## src/rtl/mem_port_arbiter.sv

```systemverilog
// N-to-1 data-memory port arbiter with a registered output stage
// and an in-order tag FIFO that routes read responses back to their port.
module mem_port_arbiter #(
    parameter int N_PORTS         = 2,
    parameter int ADDR_W          = 32,
    parameter int DATA_W          = 32,
    parameter int MAX_OUTSTANDING = 8,
    parameter int FIXED_PRIORITY  = 0
) (
    input  logic                                clk,
    input  logic                                reset,
    input  logic [N_PORTS-1:0]                  req_valid,
    output logic [N_PORTS-1:0]                  req_ready,
    input  logic [N_PORTS*ADDR_W-1:0]           req_addr,
    input  logic [N_PORTS*(DATA_W/8)-1:0]       req_do_read,
    input  logic [N_PORTS*(DATA_W/8)-1:0]       req_do_write,
    input  logic [N_PORTS*DATA_W-1:0]           req_data,
    output logic [N_PORTS-1:0]                  rsp_valid,
    output logic [DATA_W-1:0]                   rsp_data,
    output logic [ADDR_W-1:0]                   rsp_addr,
    output logic                                mem_req_valid,
    input  logic                                mem_req_ready,
    output logic [ADDR_W-1:0]                   mem_req_addr,
    output logic [DATA_W/8-1:0]                 mem_req_do_read,
    output logic [DATA_W/8-1:0]                 mem_req_do_write,
    output logic [DATA_W-1:0]                   mem_req_data,
    input  logic                                mem_rsp_valid,
    input  logic [DATA_W-1:0]                   mem_rsp_data,
    input  logic [ADDR_W-1:0]                   mem_rsp_addr,
    output logic [$clog2(MAX_OUTSTANDING):0]    outstanding,
    output logic                                rsp_orphan
);
    localparam int BE_W = DATA_W / 8;
    localparam int PW   = (N_PORTS > 1) ? $clog2(N_PORTS) : 1;
    localparam int AW   = $clog2(MAX_OUTSTANDING);
    localparam int CW   = AW + 1;

    logic [PW-1:0]      last_grant;
    logic               out_valid;
    logic [ADDR_W-1:0]  out_addr;
    logic [BE_W-1:0]    out_rd;
    logic [BE_W-1:0]    out_wr;
    logic [DATA_W-1:0]  out_data;

    logic [PW-1:0]      fifo_mem [MAX_OUTSTANDING];
    logic [AW-1:0]      wr_ptr;
    logic [AW-1:0]      rd_ptr;
    logic [CW-1:0]      count;

    logic               can_load;
    logic               full;
    logic               push;
    logic               pop;
    logic [N_PORTS-1:0] elig;
    logic [N_PORTS-1:0] grant;
    logic               gvalid;
    logic [PW-1:0]      gidx;
    logic [ADDR_W-1:0]  sel_addr;
    logic [BE_W-1:0]    sel_rd;
    logic [BE_W-1:0]    sel_wr;
    logic [DATA_W-1:0]  sel_data;

    // Eligibility: reads need a free tag slot (pre-pop count), writes never do
    always_comb begin
        full     = (count == CW'(MAX_OUTSTANDING));
        can_load = !out_valid || mem_req_ready;
        elig     = '0;
        for (int i = 0; i < N_PORTS; i++) begin
            elig[i] = req_valid[i] &&
                      ((req_do_read[i*BE_W +: BE_W] == '0) || !full);
        end
    end

    // Pick one eligible port, rotating from last_grant+1 or by fixed priority
    always_comb begin : sel
        int p;
        p      = 0;
        gvalid = 1'b0;
        gidx   = '0;
        if (can_load) begin
            for (int k = 0; k < N_PORTS; k++) begin
                if (FIXED_PRIORITY != 0) p = k;
                else p = (int'(last_grant) + 1 + k) % N_PORTS;
                if (!gvalid && |(elig & (N_PORTS'(1) << p))) begin
                    gvalid = 1'b1;
                    gidx   = PW'(p);
                end
            end
        end
        grant = gvalid ? (N_PORTS'(1) << gidx) : '0;
    end

    // Route the granted port's request fields to the output stage
    always_comb begin
        sel_addr = '0;
        sel_rd   = '0;
        sel_wr   = '0;
        sel_data = '0;
        for (int i = 0; i < N_PORTS; i++) begin
            if (grant[i]) begin
                sel_addr = req_addr[i*ADDR_W +: ADDR_W];
                sel_rd   = req_do_read[i*BE_W +: BE_W];
                sel_wr   = req_do_write[i*BE_W +: BE_W];
                sel_data = req_data[i*DATA_W +: DATA_W];
            end
        end
        push = gvalid && (sel_rd != '0);
        pop  = mem_rsp_valid && (count != '0);
    end

    // Output register and arbitration pointer
    always_ff @(posedge clk) begin
        if (reset) begin
            out_valid  <= 1'b0;
            out_addr   <= '0;
            out_rd     <= '0;
            out_wr     <= '0;
            out_data   <= '0;
            last_grant <= PW'(N_PORTS - 1);
        end else if (gvalid) begin
            out_valid  <= 1'b1;
            out_addr   <= sel_addr;
            out_rd     <= sel_rd;
            out_wr     <= sel_wr;
            out_data   <= sel_data;
            last_grant <= gidx;
        end else if (mem_req_ready) begin
            out_valid  <= 1'b0;
        end
    end

    // Tag storage; contents need no reset since count gates every read
    always_ff @(posedge clk) begin
        if (push) fifo_mem[wr_ptr] <= gidx;
    end

    // Tag FIFO pointers and occupancy
    always_ff @(posedge clk) begin
        if (reset) begin
            wr_ptr <= '0;
            rd_ptr <= '0;
            count  <= '0;
        end else begin
            if (push) wr_ptr <= wr_ptr + 1'b1;
            if (pop) rd_ptr <= rd_ptr + 1'b1;
            count <= count + CW'(push) - CW'(pop);
        end
    end

    // Registered response routing and sticky orphan flag
    always_ff @(posedge clk) begin
        if (reset) begin
            rsp_valid  <= '0;
            rsp_data   <= '0;
            rsp_addr   <= '0;
            rsp_orphan <= 1'b0;
        end else begin
            rsp_valid <= pop ? (N_PORTS'(1) << fifo_mem[rd_ptr]) : '0;
            if (pop) begin
                rsp_data <= mem_rsp_data;
                rsp_addr <= mem_rsp_addr;
            end
            if (mem_rsp_valid && (count == '0)) rsp_orphan <= 1'b1;
        end
    end

    assign req_ready        = grant;
    assign mem_req_valid    = out_valid;
    assign mem_req_addr     = out_addr;
    assign mem_req_do_read  = out_rd;
    assign mem_req_do_write = out_wr;
    assign mem_req_data     = out_data;
    assign outstanding      = count;

endmodule
```

## config.mk

```make
export PLATFORM = sky130hd
export DESIGN_NAME = mem_port_arbiter
export DESIGN_NICKNAME = d
export VERILOG_FILES = /design/src/rtl/mem_port_arbiter.sv
export SDC_FILE = /design/constraint.sdc
export NUM_CORES = 1
export LEC_CHECK = 0
export CORE_MARGIN = 2
export CORE_UTILIZATION = 40
export DETAILED_ROUTE_END_ITERATION = 12
export GPL_ROUTABILITY_DRIVEN = 0
export PLACE_DENSITY = 0.85
export REMOVE_ABC_BUFFERS = 1
export SLEW_MARGIN = 0
export SYNTH_ARGS = -nofsm -noshare
export SYNTH_HDL_FRONTEND = slang
export SYNTH_SLANG_ARGS = --single-unit
```

## constraint.sdc

```tcl
create_clock -name clk -period 6.98 [get_ports clk]
set_input_delay 1.047 -clock clk [delete_from_list [all_inputs] [get_ports clk]]
set_output_delay 1.047 -clock clk [all_outputs]
set_load 0.05 [all_outputs]
```

==> results of run 1 <==
[Yosys cell counts, drive strengths merged (4+ instances only)]
cell      n
a21oi    71
a311oi   73
buf      45
clkbuf   44
dfxtp   154
edfxtp    8
ha        8
inv       9
nand2   134
nand3    74
nor2     14
nor3     76
nor4b     4
o21ai    74
[final timing paths]
kind	from	to	slack, ns	cells past startpoint
max	req_do_read[4]	req_ready[0]	1.76	7
min	rsp_data[8]	rsp_data[8]	0.45	2
max reg2reg	outstanding[2]	mem_req_data[21]	3.67	8
min reg2reg	rsp_data[8]	rsp_data[8]	0.45	2
[power groups by stage]
stage          sequential (µW)  clock [µW]  combinational (µW)
2_1_floorplan             1870           0                 743
3_3_place_gp              1260           0                2050
3_5_place_dp              1270           0                2080
4_1_cts                   1250        1010                2090
5_1_grt                   1270        1040                2220
6_report                  1250         984                2070
[routing by layer]
layer	GRT usage [%]	vias to the layer above	share of wire, %
met4	11.1	0	3.9
met1	26.9	3578	39
met5	0	-	0
met2	40.8	310	49
met3	7.97	58	8.5
li1	-	3585	-
[stage by stage]
stage / setup TNS (ns) / power [µW] / hold slack, ns / utilization (%) / setup WS [ns]
finish: 0 / 4310 / 0.454 / 63.8 / 1.76
global route: 0 / 4530 / 0.475 / 63.8 / 1.69
CTS: 0 / 4340 / 0.456 / 63.8 / 1.77
detailed placement: 0 / 3350 / 0.446 / 60.4 / 1.77
global placement: 0 / 3320 / 0.441 / 60.4 / 1.86
floorplan: -131.40 / 2610 / 0.447 / - / -1.81
[layout make-up]
| type | count | area share [%] |
|---|---|---|
| repair buffers | 370 | 31.8 |
| clock buffers | 18 | 3.80 |
| clock inverters | 14 | 1.61 |
| well taps | 229 | 2.48 |
| inverters | 9 | 0.293 |
| multi-input cells | 561 | 31.2 |
| diodes | 1 | 0.0217 |
| flip-flops and latches | 162 | 28.8 |
[logic make-up after synthesis]
family | after synthesis | synth area share [%]
multiplexers | 3 | 0.742
buffers and inverters | 98 | 7.15
XOR/XNOR | 4 | 0.472
AO/OA/AOI/OAI | 229 | 25.7
adder cells (fa/ha/maj) | 9 | 1.62
flip-flops | 162 | 44.8
AND/OR/NAND/NOR | 316 | 19.6
[flip-flops by register name, summed over array words and instances, names as in the netlist, 2 cells and up, named ones only]
| signal | cells |
|---|---|
| mem_req_addr | 32 |
| mem_req_data | 32 |
| rsp_addr | 32 |
| rsp_data | 32 |
| fifo_mem | 8 |
| mem_req_do_read | 4 |
| mem_req_do_write | 4 |
| outstanding | 4 |
| rd_ptr | 3 |
| wr_ptr | 3 |
| rsp_valid | 2 |
[placed cells by master, fill, tap and decap left out, drive strengths merged, types with 12 or more instances in the layout]
cell type      count
buf               12
a21oi             71
nor3              76
nand3             74
nand2            134
clkbuf            18
o21ai             74
inv               18
clkdlybuf4s50    358
dfxtp            154
nor2              14
a311oi            73
[worst max-delay path: stages]
cell	delay, ns
clkdlybuf4s50_1	0.43
or4_4	0.60
a211o_2	0.31
buf_4	0.32
nor2_1	0.60
nor2_1	0.11
clkdlybuf4s50_1	0.74
==> metrics.md, run 1 <==
| Metric | Value |
|---|---|
| Initial core utilization | 41.0% |
| Largest net degree at the start of global routing | 88 |
| Setup Buffers After CTS | 0 |
| RSZ-0062 raised after global routing | false |
| Nets | 1344 |
| Worst Max-Slew Pin Slew | 0.917 ns |
| Post-Synthesis Cells | 821 |
| Area share of the largest cell type after synthesis | 41.5% |
| Vias in the first global route | 7330 |
| Switching share of power | 44.1% |
| Syn_area_per_cell | 9.04 µm² |
| Die H | 140 µm |
| Layout cell share with drive strength beyond 1 | 11.2% |
| Data arrival time of the worst path | 4.17 ns |
| HPWL Detailed | 16300 µm |
| DIE WIDTH | 140 µm |
| Non-filler cells, final | 1364 |
| Deepest clock path buffer count | 2 |
| Port Buf Inserts | 359 |
| Status | completed |
| FFs w/ async S/R, synth | 0% |
| Total length of routed wires | 24000 µm |
| Number of H-tree levels | 4 |
| Num CTS Buffers | 17 |
| Max_cap viols | 0 |
| Fill cells | 1445 |
| Area leader, netlist | dfxtp_1 |
| Hold_buf cts | 0 |
| Final Cell Area | 11500 µm² |
| Worst EP required | 5.93 ns |
| Combinational fraction of design power | 48.1% |
| Internal power | 2410 µW |
| Die area | 19700 µm² |
| Register share of total power | 29.0% |
| Global Route Usage Sum | 23.8% |
| Average wire per standard cell | 17.6 µm |
| GRT overflow | 0 |
| Placed instance area | 10900 µm² |
| Final Cycle Share | 74.8% |
| Top cells by area, synth | dfxtp_1 42%, a311oi_2 14%, nand2_1 6.8%, nor3_1 5.1%, nand3_1 5.0% |
| Drt drc | 0 |
| Detail Route Antenna Nets | 0 |
| Max Clock Freq | 0.192 GHz |
| CTS tree | done |
| Post-synth EDFFs | 8 |
| Clk Latency, worst-skew pair | 0.42 ns |
| Sink Count | 162 |
| Post-Syn Area | 7420 µm² |
| Max Slew Vio Count | 0 |
| Initial DRC Count | 233 |
| HP Class | reg -> reg |
| Reg area | 3320 µm² |
| Final hold violation count | 0 |
| Area of the multi-input gates | 3600 µm² |
| DR pass1 iterations | 5 |
| P_sw | 1900 µW |
| Synth Warn # | 0 |
| Vias post-DR | 7531 |
| Critical path type | in -> out |
| Clk pwr share | 22.9% |
| First-pass GRT wire length | 38000 µm |
| Row Count | 49 |
| CP max FO | 74 |
| Setup crit start kind | input port |
| Final Skew | 0.0112 ns |
| Placed Cells | 1331 |
| Worst IR drop on VDD | 0.159 mV |
| I/O Pins | 360 |
| Core area | 18100 µm² |
| Max-Slew Margin vs Limit | 38.9% |
| Final Critical Period | 5.22 ns |
| Via density | 5.52 |
| Static leakage | 0.00396 µW |
| Cell variety after synth | 44 |
| Final setup vio count | 0 |
| Ys flop type | dfxtp_1 |
| Yosys reg bits | 162 |
| Power density over cell area | 373 nW/µm² |
| CP endpoint kind | primary output |
| Initial antenna violation count | 1 |
| Area growth syn-to-layout | 55.6% |
| Register area share after synthesis | 44.8% |
| PostCTS Resize Cnt | 0 |
| Clock Pin Slew Worst Setup and Hold Paths | 0.07 ns |
| Clock Tree Root | clkbuf_16 |
(Power assumes the default switching activity.)
==> inputs of run 2 (changes only) <==
Clock period 6.98 ns to 4.91 ns, I/O delays scaled along.
==> metrics.md, run 2 (same netlist as run 1, synthesis figures left out) <==
| Metric | Value |
|---|---|
| Die area | 19700 µm² |
| Final Skew | 0.00909 ns |
| Clk pwr share | 22.6% |
| Hold_buf cts | 0 |
| CP max FO | 10 |
| Largest net degree at the start of global routing | 86 |
| Data arrival time of the worst path | 3.44 ns |
| Port Buf Inserts | 359 |
| FF-to-FF path depth | 8 |
| Clock Pin Slew Worst Setup and Hold Paths | 0.07 ns |
| Area growth syn-to-layout | 55.8% |
| Fill cells | 1494 |
| Clk Latency, worst-skew pair | 0.41 ns |
| Nets | 1344 |
| Final setup vio count | 0 |
| Row Count | 49 |
| Vias post-DR | 7400 |
| Die H | 140 µm |
| Initial antenna violation count | 2 |
| Global Route Usage Sum | 24.0% |
| Status | completed |
| Setup crit start kind | input port |
| Combinational fraction of design power | 48.4% |
| FF-to-FF End | mem_req_data[2] |
| Reg2Reg Launch Point | outstanding[2] |
| Worst IR drop on VDD | 0.250 mV |
| Static leakage | 0.00397 µW |
| Total length of routed wires | 24200 µm |
| Core area | 18100 µm² |
| Register-to-register setup slack | 1.71 ns |
| HP Class | reg -> reg |
| CP endpoint kind | primary output |
| Worst EP required | 4.17 ns |
| HPWL Detailed | 16600 µm |
| Clock Tree Root | clkbuf_16 |
| PostCTS Resize Cnt | 0 |
| CP startpoint | req_do_read[4] |
| Vias in the first global route | 7075 |
| Most common cell after layout, fill and taps aside | clkdlybuf4s50_1 |
| Max Slew Vio Count | 0 |
| Number of H-tree levels | 4 |
| Final Critical Period | 4.17 ns |
| GRT overflow | 0 |
| Register share of total power | 29.1% |
| Setup Buffers After CTS | 0 |
| Placed Cells | 1331 |
| Worst Max-Slew Pin Slew | 0.814 ns |
| Initial core utilization | 41.0% |
| I/O Pins | 360 |
| Max_cap viols | 0 |
| Detail Route Antenna Nets | 0 |
| Deepest clock path buffer count | 2 |
| Switching share of power | 43.8% |
| DR pass1 iterations | 5 |
| Power density over cell area | 529 nW/µm² |
| Hold WS | 0.452 ns |
| Drt drc | 0 |
| Via density | 5.42 |
| Non-filler cells, final | 1365 |
| Pre-CTS setup slack | 0.742 ns |
| CTS tree | done |
| Most frequent cells in the layout | 358 x clkdlybuf4s50_1, 154 x dfxtp_1, 133 x nand2_1 |
| Critical path type | in -> out |
| Final hold violation count | 0 |
| Max Clock Freq | 0.240 GHz |
| Internal power | 3440 µW |
| Final Cycle Share | 85.0% |
| Sink Count | 162 |
| Num CTS Buffers | 17 |
| Overall Power | 6120 µW |
| Layout cell share with drive strength beyond 1 | 11.1% |
| Initial DRC Count | 364 |
| CP endpoint | req_ready[0] |
| Average wire per standard cell | 17.7 µm |
| Layout Utilization | 63.9% |
| Final WS setup | 0.736 ns |
| P_sw | 2680 µW |
| RSZ-0062 raised after global routing | false |
| First-pass GRT wire length | 37900 µm |
| Max-Slew Margin vs Limit | 45.7% |
| DIE WIDTH | 140 µm |
-- run 2: changes by cell type in the layout (fill, tap and decap cells not counted) --
cell / before / now
diode_2: 1 / 2
clkbuf_8: 1 / 0
clkbuf_1: 0 / 1
buf_4: 11 / 9
clkinv_8: 2 / 0
clkbuf_16: 17 / 18
inv_4: 1 / 0
clkinv_2: 0 / 1
clkinv_4: 0 / 2
inv_8: 4 / 3
buf_12: 0 / 2
-- run 2: metrics by stage --
stage          instance area [µm²]  TNS (ns)
2_1_floorplan                 6930   -261.07
3_3_place_gp                 10900         0
3_5_place_dp                 10900         0
6_report                     11600         0
4_1_cts                      11600         0
5_1_grt                      11600         0
-- run 2: layer usage --
| metal | track usage (%) | wire, µm |
|---|---|---|
| met3 | 8.24 | 2190 |
| met2 | 40.8 | 12100 |
| met4 | 8.29 | 584 |
| met5 | 0 | 0 |
| met1 | 28.4 | 9340 |
-- run 2: worst min path at each step --
stage | from | slack, ns | to | cells after the start
finish | rsp_data[0] | 0.45 | rsp_data[0] | 2
global route | rsp_data[23] | 0.47 | rsp_data[23] | 2
CTS | rsp_data[23] | 0.46 | rsp_data[23] | 2
detailed placement | rsp_data[23] | 0.45 | rsp_data[23] | 2
global placement | rsp_addr[14] | 0.44 | rsp_addr[14] | 2
floorplan | rd_ptr[1] | 0.45 | flip-flop | 2
-- run 2: cell type report --
cell class	count	area [µm²]	share of cell area, %
Sequential cell	162	3320	28.7
Clock buffer	19	454	3.93
Multi-Input combinational cell	561	3600	31.1
Tap cell	229	287	2.48
Antenna cell	2	5.00	0.0433
Inverter	9	33.8	0.292
Clock inverter	13	159	1.37
Timing Repair Buffer	370	3700	32.0
-- run 2: worst max-delay path: stages --
cell	delay, ns
clkdlybuf4s50_1	0.42
or4_4	0.59
a211o_2	0.38
nor2_1	0.46
nor2_1	0.10
clkdlybuf4s50_1	0.74
-- run 2: power by group through the flow --
stage	combinational [µW]	sequential, µW	clock [µW]
2_1_floorplan	1060	2660	0
3_3_place_gp	2930	1800	0
3_5_place_dp	2970	1800	0
4_1_cts	2980	1780	1400
5_1_grt	3170	1810	1450
6_report	2960	1780	1380
